`src/rtl/instr_fetch_ctrl_if.sv`:
```
// Fetch-controller bus bundle: PC input, redirect, instruction-memory handshake and decode-side FIFO
// head. master = fetch controller, slave = the surrounding pipeline/memory.
interface instr_fetch_ctrl_if #(
  parameter int unsigned DATA_W = 32
);
  logic [DATA_W-1:0] pcIn;
  logic              flush;
  logic              mem_req;
  logic [DATA_W-1:0] mem_addr;
  logic              mem_ack;
  logic [DATA_W-1:0] mem_rdata;
  logic              pc_advance;
  logic              inst_valid;
  logic              inst_ready;
  logic [DATA_W-1:0] inst_out;
  logic [DATA_W-1:0] inst_pc;
  logic              misalign;

  modport master (
    input  pcIn, flush, mem_ack, mem_rdata, inst_ready,
    output mem_req, mem_addr, pc_advance, inst_valid, inst_out, inst_pc, misalign
  );

  modport slave (
    output pcIn, flush, mem_ack, mem_rdata, inst_ready,
    input  mem_req, mem_addr, pc_advance, inst_valid, inst_out, inst_pc, misalign
  );
endinterface

```
`src/rtl/instr_fetch_ctrl.sv`:
```
// Instruction fetch controller: issues word-aligned reads for the current PC, buffers returned
// instructions with their PCs in a small FIFO and pulses pc_advance on each completed fetch.
module instr_fetch_ctrl #(
  parameter int unsigned DEPTH  = 2,
  parameter int unsigned DATA_W = 32
) (
  input logic               clk,
  input logic               rst,
  instr_fetch_ctrl_if.master bus
);

  localparam int unsigned PtrW = $clog2(DEPTH);
  localparam int unsigned CntW = $clog2(DEPTH) + 1;
  localparam logic [CntW-1:0] DepthCnt = CntW'(DEPTH);

  typedef enum logic [1:0] {StIdle, StBusy, StDrain} stateT;

  stateT             stateQ, stateD;
  logic [CntW-1:0]   countQ, countD;
  logic [PtrW-1:0]   wrPtrQ, rdPtrQ;
  logic [DATA_W-1:0] instMemQ [DEPTH];
  logic [DATA_W-1:0] pcMemQ   [DEPTH];
  logic              misalignQ, misalignD;
  logic              push, pop;

  // Flush wins over both push and pop.
  always_comb begin
    push   = (stateQ == StBusy) && bus.mem_ack && !bus.flush;
    pop    = (countQ != '0) && bus.inst_ready && !bus.flush;
    countD = countQ;
    if (bus.flush) begin
      countD = '0;
    end else begin
      countD = countQ + {{(CntW-1){1'b0}}, push} - {{(CntW-1){1'b0}}, pop};
    end
  end

  // Next-state logic.
  always_comb begin
    stateD    = stateQ;
    misalignD = misalignQ;
    if (bus.flush) begin
      misalignD = 1'b0;
    end
    unique case (stateQ)
      StIdle: begin
        if (!bus.flush) begin
          if (bus.pcIn[1:0] != 2'b00) begin
            misalignD = 1'b1;
          end else if (!misalignQ && (countQ < DepthCnt)) begin
            stateD = StBusy;
          end
        end
      end
      StBusy: begin
        if (bus.flush) begin
          // An unacked request is still outstanding and must be retired in DRAIN.
          stateD = bus.mem_ack ? StIdle : StDrain;
        end else if (bus.mem_ack) begin
          stateD = (countD < DepthCnt) ? StBusy : StIdle;
        end
      end
      StDrain: begin
        stateD = StIdle;
      end
      default: begin
        stateD = StIdle;
      end
    endcase
  end

  always_ff @(posedge clk or posedge rst) begin
    if (rst) begin
      stateQ    <= StIdle;
      misalignQ <= 1'b0;
    end else begin
      stateQ    <= stateD;
      misalignQ <= misalignD;
    end
  end

  always_ff @(posedge clk or posedge rst) begin
    if (rst) begin
      countQ <= '0;
      wrPtrQ <= '0;
      rdPtrQ <= '0;
    end else begin
      countQ <= countD;
      if (bus.flush) begin
        wrPtrQ <= '0;
        rdPtrQ <= '0;
      end else begin
        if (push) begin
          wrPtrQ <= wrPtrQ + 1'b1;
        end
        if (pop) begin
          rdPtrQ <= rdPtrQ + 1'b1;
        end
      end
    end
  end

  always_ff @(posedge clk or posedge rst) begin
    if (rst) begin
      for (int i = 0; i < DEPTH; i++) begin
        instMemQ[i] <= '0;
        pcMemQ[i]   <= '0;
      end
    end else if (push) begin
      instMemQ[wrPtrQ] <= bus.mem_rdata;
      pcMemQ[wrPtrQ]   <= bus.pcIn;
    end
  end

  always_comb begin
    bus.mem_req    = (stateQ == StBusy);
    bus.mem_addr   = {bus.pcIn[DATA_W-1:2], 2'b00};
    bus.pc_advance = push;
    bus.inst_valid = (countQ != '0);
    bus.inst_out   = instMemQ[rdPtrQ];
    bus.inst_pc    = pcMemQ[rdPtrQ];
    bus.misalign   = misalignQ;
  end

  // Space is checked before issue, so a push into a full FIFO is a design bug.
  pushNotFull: assert property (@(posedge clk) disable iff (rst) push |-> (countQ < DepthCnt));

endmodule

```
`src/flat_wrapper.sv`:
```
// flat-port wrapper written by rule: the top's interface ports become plain ports
module instr_fetch_ctrl_flat 
#(
  parameter int unsigned DEPTH  = 2,
  parameter int unsigned DATA_W = 32
)
  (clk, rst, bus_pcIn, bus_flush, bus_mem_ack, bus_mem_rdata, bus_inst_ready, bus_mem_req, bus_mem_addr, bus_pc_advance, bus_inst_valid, bus_inst_out, bus_inst_pc, bus_misalign);
  instr_fetch_ctrl_if #(.DATA_W(DATA_W)) bus_i ();
  input logic clk;
  input logic rst;
  input wire logic [$bits(bus_i.pcIn)-1:0] bus_pcIn;
  input wire logic [$bits(bus_i.flush)-1:0] bus_flush;
  input wire logic [$bits(bus_i.mem_ack)-1:0] bus_mem_ack;
  input wire logic [$bits(bus_i.mem_rdata)-1:0] bus_mem_rdata;
  input wire logic [$bits(bus_i.inst_ready)-1:0] bus_inst_ready;
  output wire logic [$bits(bus_i.mem_req)-1:0] bus_mem_req;
  output wire logic [$bits(bus_i.mem_addr)-1:0] bus_mem_addr;
  output wire logic [$bits(bus_i.pc_advance)-1:0] bus_pc_advance;
  output wire logic [$bits(bus_i.inst_valid)-1:0] bus_inst_valid;
  output wire logic [$bits(bus_i.inst_out)-1:0] bus_inst_out;
  output wire logic [$bits(bus_i.inst_pc)-1:0] bus_inst_pc;
  output wire logic [$bits(bus_i.misalign)-1:0] bus_misalign;
  assign bus_i.pcIn = bus_pcIn;
  assign bus_i.flush = bus_flush;
  assign bus_i.mem_ack = bus_mem_ack;
  assign bus_i.mem_rdata = bus_mem_rdata;
  assign bus_i.inst_ready = bus_inst_ready;
  assign bus_mem_req = bus_i.mem_req;
  assign bus_mem_addr = bus_i.mem_addr;
  assign bus_pc_advance = bus_i.pc_advance;
  assign bus_inst_valid = bus_i.inst_valid;
  assign bus_inst_out = bus_i.inst_out;
  assign bus_inst_pc = bus_i.inst_pc;
  assign bus_misalign = bus_i.misalign;
  instr_fetch_ctrl #(.DEPTH(DEPTH), .DATA_W(DATA_W)) u_core (.clk(clk), .rst(rst), .bus(bus_i));
endmodule
```
`config.mk`:
```
export PLATFORM = sky130hd
export DESIGN_NAME = instr_fetch_ctrl_flat
export DESIGN_NICKNAME = d
export VERILOG_FILES = /design/src/rtl/instr_fetch_ctrl_if.sv /design/src/rtl/instr_fetch_ctrl.sv /design/src/flat_wrapper.sv
export SDC_FILE = /design/constraint.sdc
export NUM_CORES = 1
export LEC_CHECK = 0
export CELL_PAD_IN_SITES_DETAIL_PLACEMENT = 0
export CELL_PAD_IN_SITES_GLOBAL_PLACEMENT = 1
export CORE_MARGIN = 3
export CORE_UTILIZATION = 44
export CTS_BUF_LIST = sky130_fd_sc_hd__clkbuf_8
export DETAILED_ROUTE_END_ITERATION = 8
export GPL_TIMING_DRIVEN = 0
export HOLD_SLACK_MARGIN = 0.15
export PLACE_DENSITY_LB_ADDON = 0.25
export SLEW_MARGIN = 10
export SYNTH_ARGS = -nofsm -noshare
export SYNTH_HDL_FRONTEND = slang
export SYNTH_SLANG_ARGS = --single-unit
```
`constraint.sdc`:
```
create_clock -name clk -period 9.7 [get_ports clk]
set_input_delay 1.94 -clock clk [delete_from_list [all_inputs] [get_ports clk]]
set_output_delay 1.94 -clock clk [all_outputs]
set_load 0.05 [all_outputs]
```
==> results.json <==
{
  "outcome": "finished, final reports clean",
  "cts_max_level": 4,
  "synth_top_area_share_pct": 54.7,
  "num_antenna_cells": 0,
  "fin_skew_ps": 5.58,
  "p_sw_share_pct": 37.4,
  "gr-usage-all-layers_pct": 17.4,
  "hold_viol_final": 0,
  "cp-end-kind": "output port",
  "rr_endpoint": "u_core.stateQ[0]",
  "power_frac_clock_pct": 21.4,
  "cts_buffer_depth": 2,
  "coreArea_um2": 13500,
  "path_class": "in -> out",
  "p_sw_uw": 743,
  "drt_first_pass_iters": 4,
  "cts.repair.resized": 0,
  "drt-total-wl_um": 13000,
  "postCtsSetupRepairBufs": 0,
  "hold_class": "reg -> reg",
  "cp-start-kind": "input pin",
  "worstReg2RegStart": "u_core.stateQ[1]",
  "grt_setup_unrepaired": "false",
  "power_mw": 1.98,
  "portBuffers": 165,
  "netlist_area_um2": 6170,
  "ys_seq_elements": 135,
  "start_util_pct": 45.7,
  "finalSetupViolations": 0,
  "grt.overflow.total": 0,
  "setup_tns_ps": 0,
  "grt_pass1_vias": 4227,
  "syn_to_final_growth_pct": 36.9,
  "place.gp.congestion": 0.763,
  "drv_slew": 0,
  "leakage_nw": 3.91,
  "fill_cells": 1059,
  "vias": 3839,
  "slew_headroom_pct": 58.7,
  "vias_per_cell": 4.89,
  "yosys_warnings": 0,
  "crit_required_ps": 7760,
  "ir_drop_mv": 0.101,
  "p_int_mw": 1.24,
  "reg2reg_depth": 8,
  "sequentialPowerShare_pct": 36.3,
  "max_freq_mhz": 182,
  "grt_max_degree": 90,
  "finalCritPeriodShare_pct": 56.7,
  "grt_pass1_wl_um": 21600,
  "synthCells": 410,
  "drive_gt1_share_pct": 41.5,
  "fin_nets": 667,
  "crit_start": "bus_mem_ack",
  "cts_tree": "yes",
  "antenna_found_initial": 0,
  "drv_cap": 0,
  "drc": 0,
  "clk_pin_slew_ps": 60,
  "power.density_nw_per_um2": 235,
  "num_rows": 42,
  "clockRootBuffer": "clkbuf_8",
  "final_util_pct": 62.6,
  "endpoint": "bus_pc_advance",
  "fin_crit_ps": 5500,
  "timing.hold.ws_ps": 483,
  "ant_nets": 0,
  "crit_arrival_ps": 3560,
  "io_pins": 169,
  "synth.area.top_cells": "dfrtp_1, mux2_2, buf_4",
  "hpwl_um": 9300,
  "initialDrtViolationCount": 157,
  "die_area_um2": 15500,
  "cp_max_fo": 4,
  "tightest_slew_ps": 619,
  "synth_area_per_cell_um2": 15.1,
  "clock_latency_ps": 430,
  "fp.dieH_um": 124,
  "yosysTopAreaCell": "dfrtp_1",
  "numCtsBuffers": 17,
  "cts_sinks": 135,
  "yosysSeqAreaShare_pct": 54.7,
  "power_frac_comb_pct": 42.3,
  "synth.distinct_cells": 25,
  "r2r_setup_slack_ps": 7780,
  "die_width_um": 124,
  "post_drt_wl_per_cell_um": 16.6,
  "cts_hold_buf": 0
}
## cell usage after synthesis, drive strengths merged
library cell / count
a21oi: 1
a31oi: 1
and3b: 1
and4bb: 1
buf: 50
clkbuf: 2
conb: 1
dfrtp: 135
ha: 2
inv: 4
mux2: 192
nand2: 1
nand3b: 1
nor2: 6
nor2b: 3
nor4: 1
o21ai: 3
or2: 1
xnor2: 2
xor2: 2
## power groups by stage
stage	Combinational [mW]	Clock [mW]	Sequential, mW
after floorplan	0.586	0	0.716
after detailed placement	0.843	0	0.732
final	0.839	0.424	0.721
after global placement	0.835	0	0.723
after global routing	0.878	0.466	0.735
after CTS	0.849	0.437	0.721
## cell families after synthesis
kind of cell / synth area share (%)
buf+inv: 7.03
flops: 54.7
simple gates: 1.76
xor+xnor: 0.568
mux: 35.0
other cells: 0.0607
fa+ha+maj: 0.405
compound gates: 0.426
## critical path, stage by stage
cell	delay, ps
clkdlybuf4s50_1	520
and4bb_4	270
clkdlybuf4s50_1	830
## metrics by stage
step           worst slack (ps)  instances  instance area [um2]
6_report                   4200        785                 8450
2_1_floorplan              4150        411                 6180
5_1_grt                    4150        785                 8450
3_5_place_dp               4180        753                 8080
3_3_place_gp               2450        752                 8050
4_1_cts                    4180        785                 8450
## metal layers
layer  part of all wire, %  track usage, %  vias up
met2                    47            27.5      116
met3                   7.0            6.60       13
met1                    45            21.9     1916
li1                      -               -     1794
met4                   1.0            6.38        0
met5                     0               0        -
## registers in the layout, indices dropped and copies added, names as in the netlist
| name | count |
|---|---|
| u_core.countQ | 2 |
| u_core.rdPtrQ | 1 |
| u_core.bus.misalign | 1 |
| u_core.wrPtrQ | 1 |
| u_core.stateQ | 2 |
| u_core.instMemQ | 64 |
| u_core.pcMemQ | 64 |
## cell usage in the layout, fill, tap and decap left out, drive strengths merged, types with 2 or more instances in the layout
cell type / count
buf: 51
clkbuf: 24
clkdlybuf4s50: 165
conb: 2
dfrtp: 135
ha: 2
inv: 12
mux2: 192
nor2: 6
nor2b: 3
o21ai: 3
xnor2: 2
xor2: 2
## worst min-delay path by stage
stage	startpoint	to	slack, ps	depth (start not counted)
2_1_floorplan	u_core.instMemQ[32]	u_core.instMemQ[32]	450	1
3_3_place_gp	u_core.instMemQ[46]	u_core.instMemQ[46]	460	1
3_5_place_dp	u_core.instMemQ[52]	u_core.instMemQ[52]	470	1
4_1_cts	u_core.instMemQ[52]	u_core.instMemQ[52]	490	1
5_1_grt	u_core.instMemQ[63]	u_core.instMemQ[63]	500	1
6_report	u_core.instMemQ[63]	u_core.instMemQ[63]	480	1
## final cells by class
type	count	area, um2	area share (%)
clock inverter	10	65.1	0.770
tap	176	220	2.61
inverter	4	20.0	0.237
buffer	52	419	4.96
clock buffer	22	303	3.58
sequential	135	3380	40.0
multi-input combinational	220	2360	28.0
timing repair buffer	166	1680	19.9
Power figures use the tool's default switching activity.
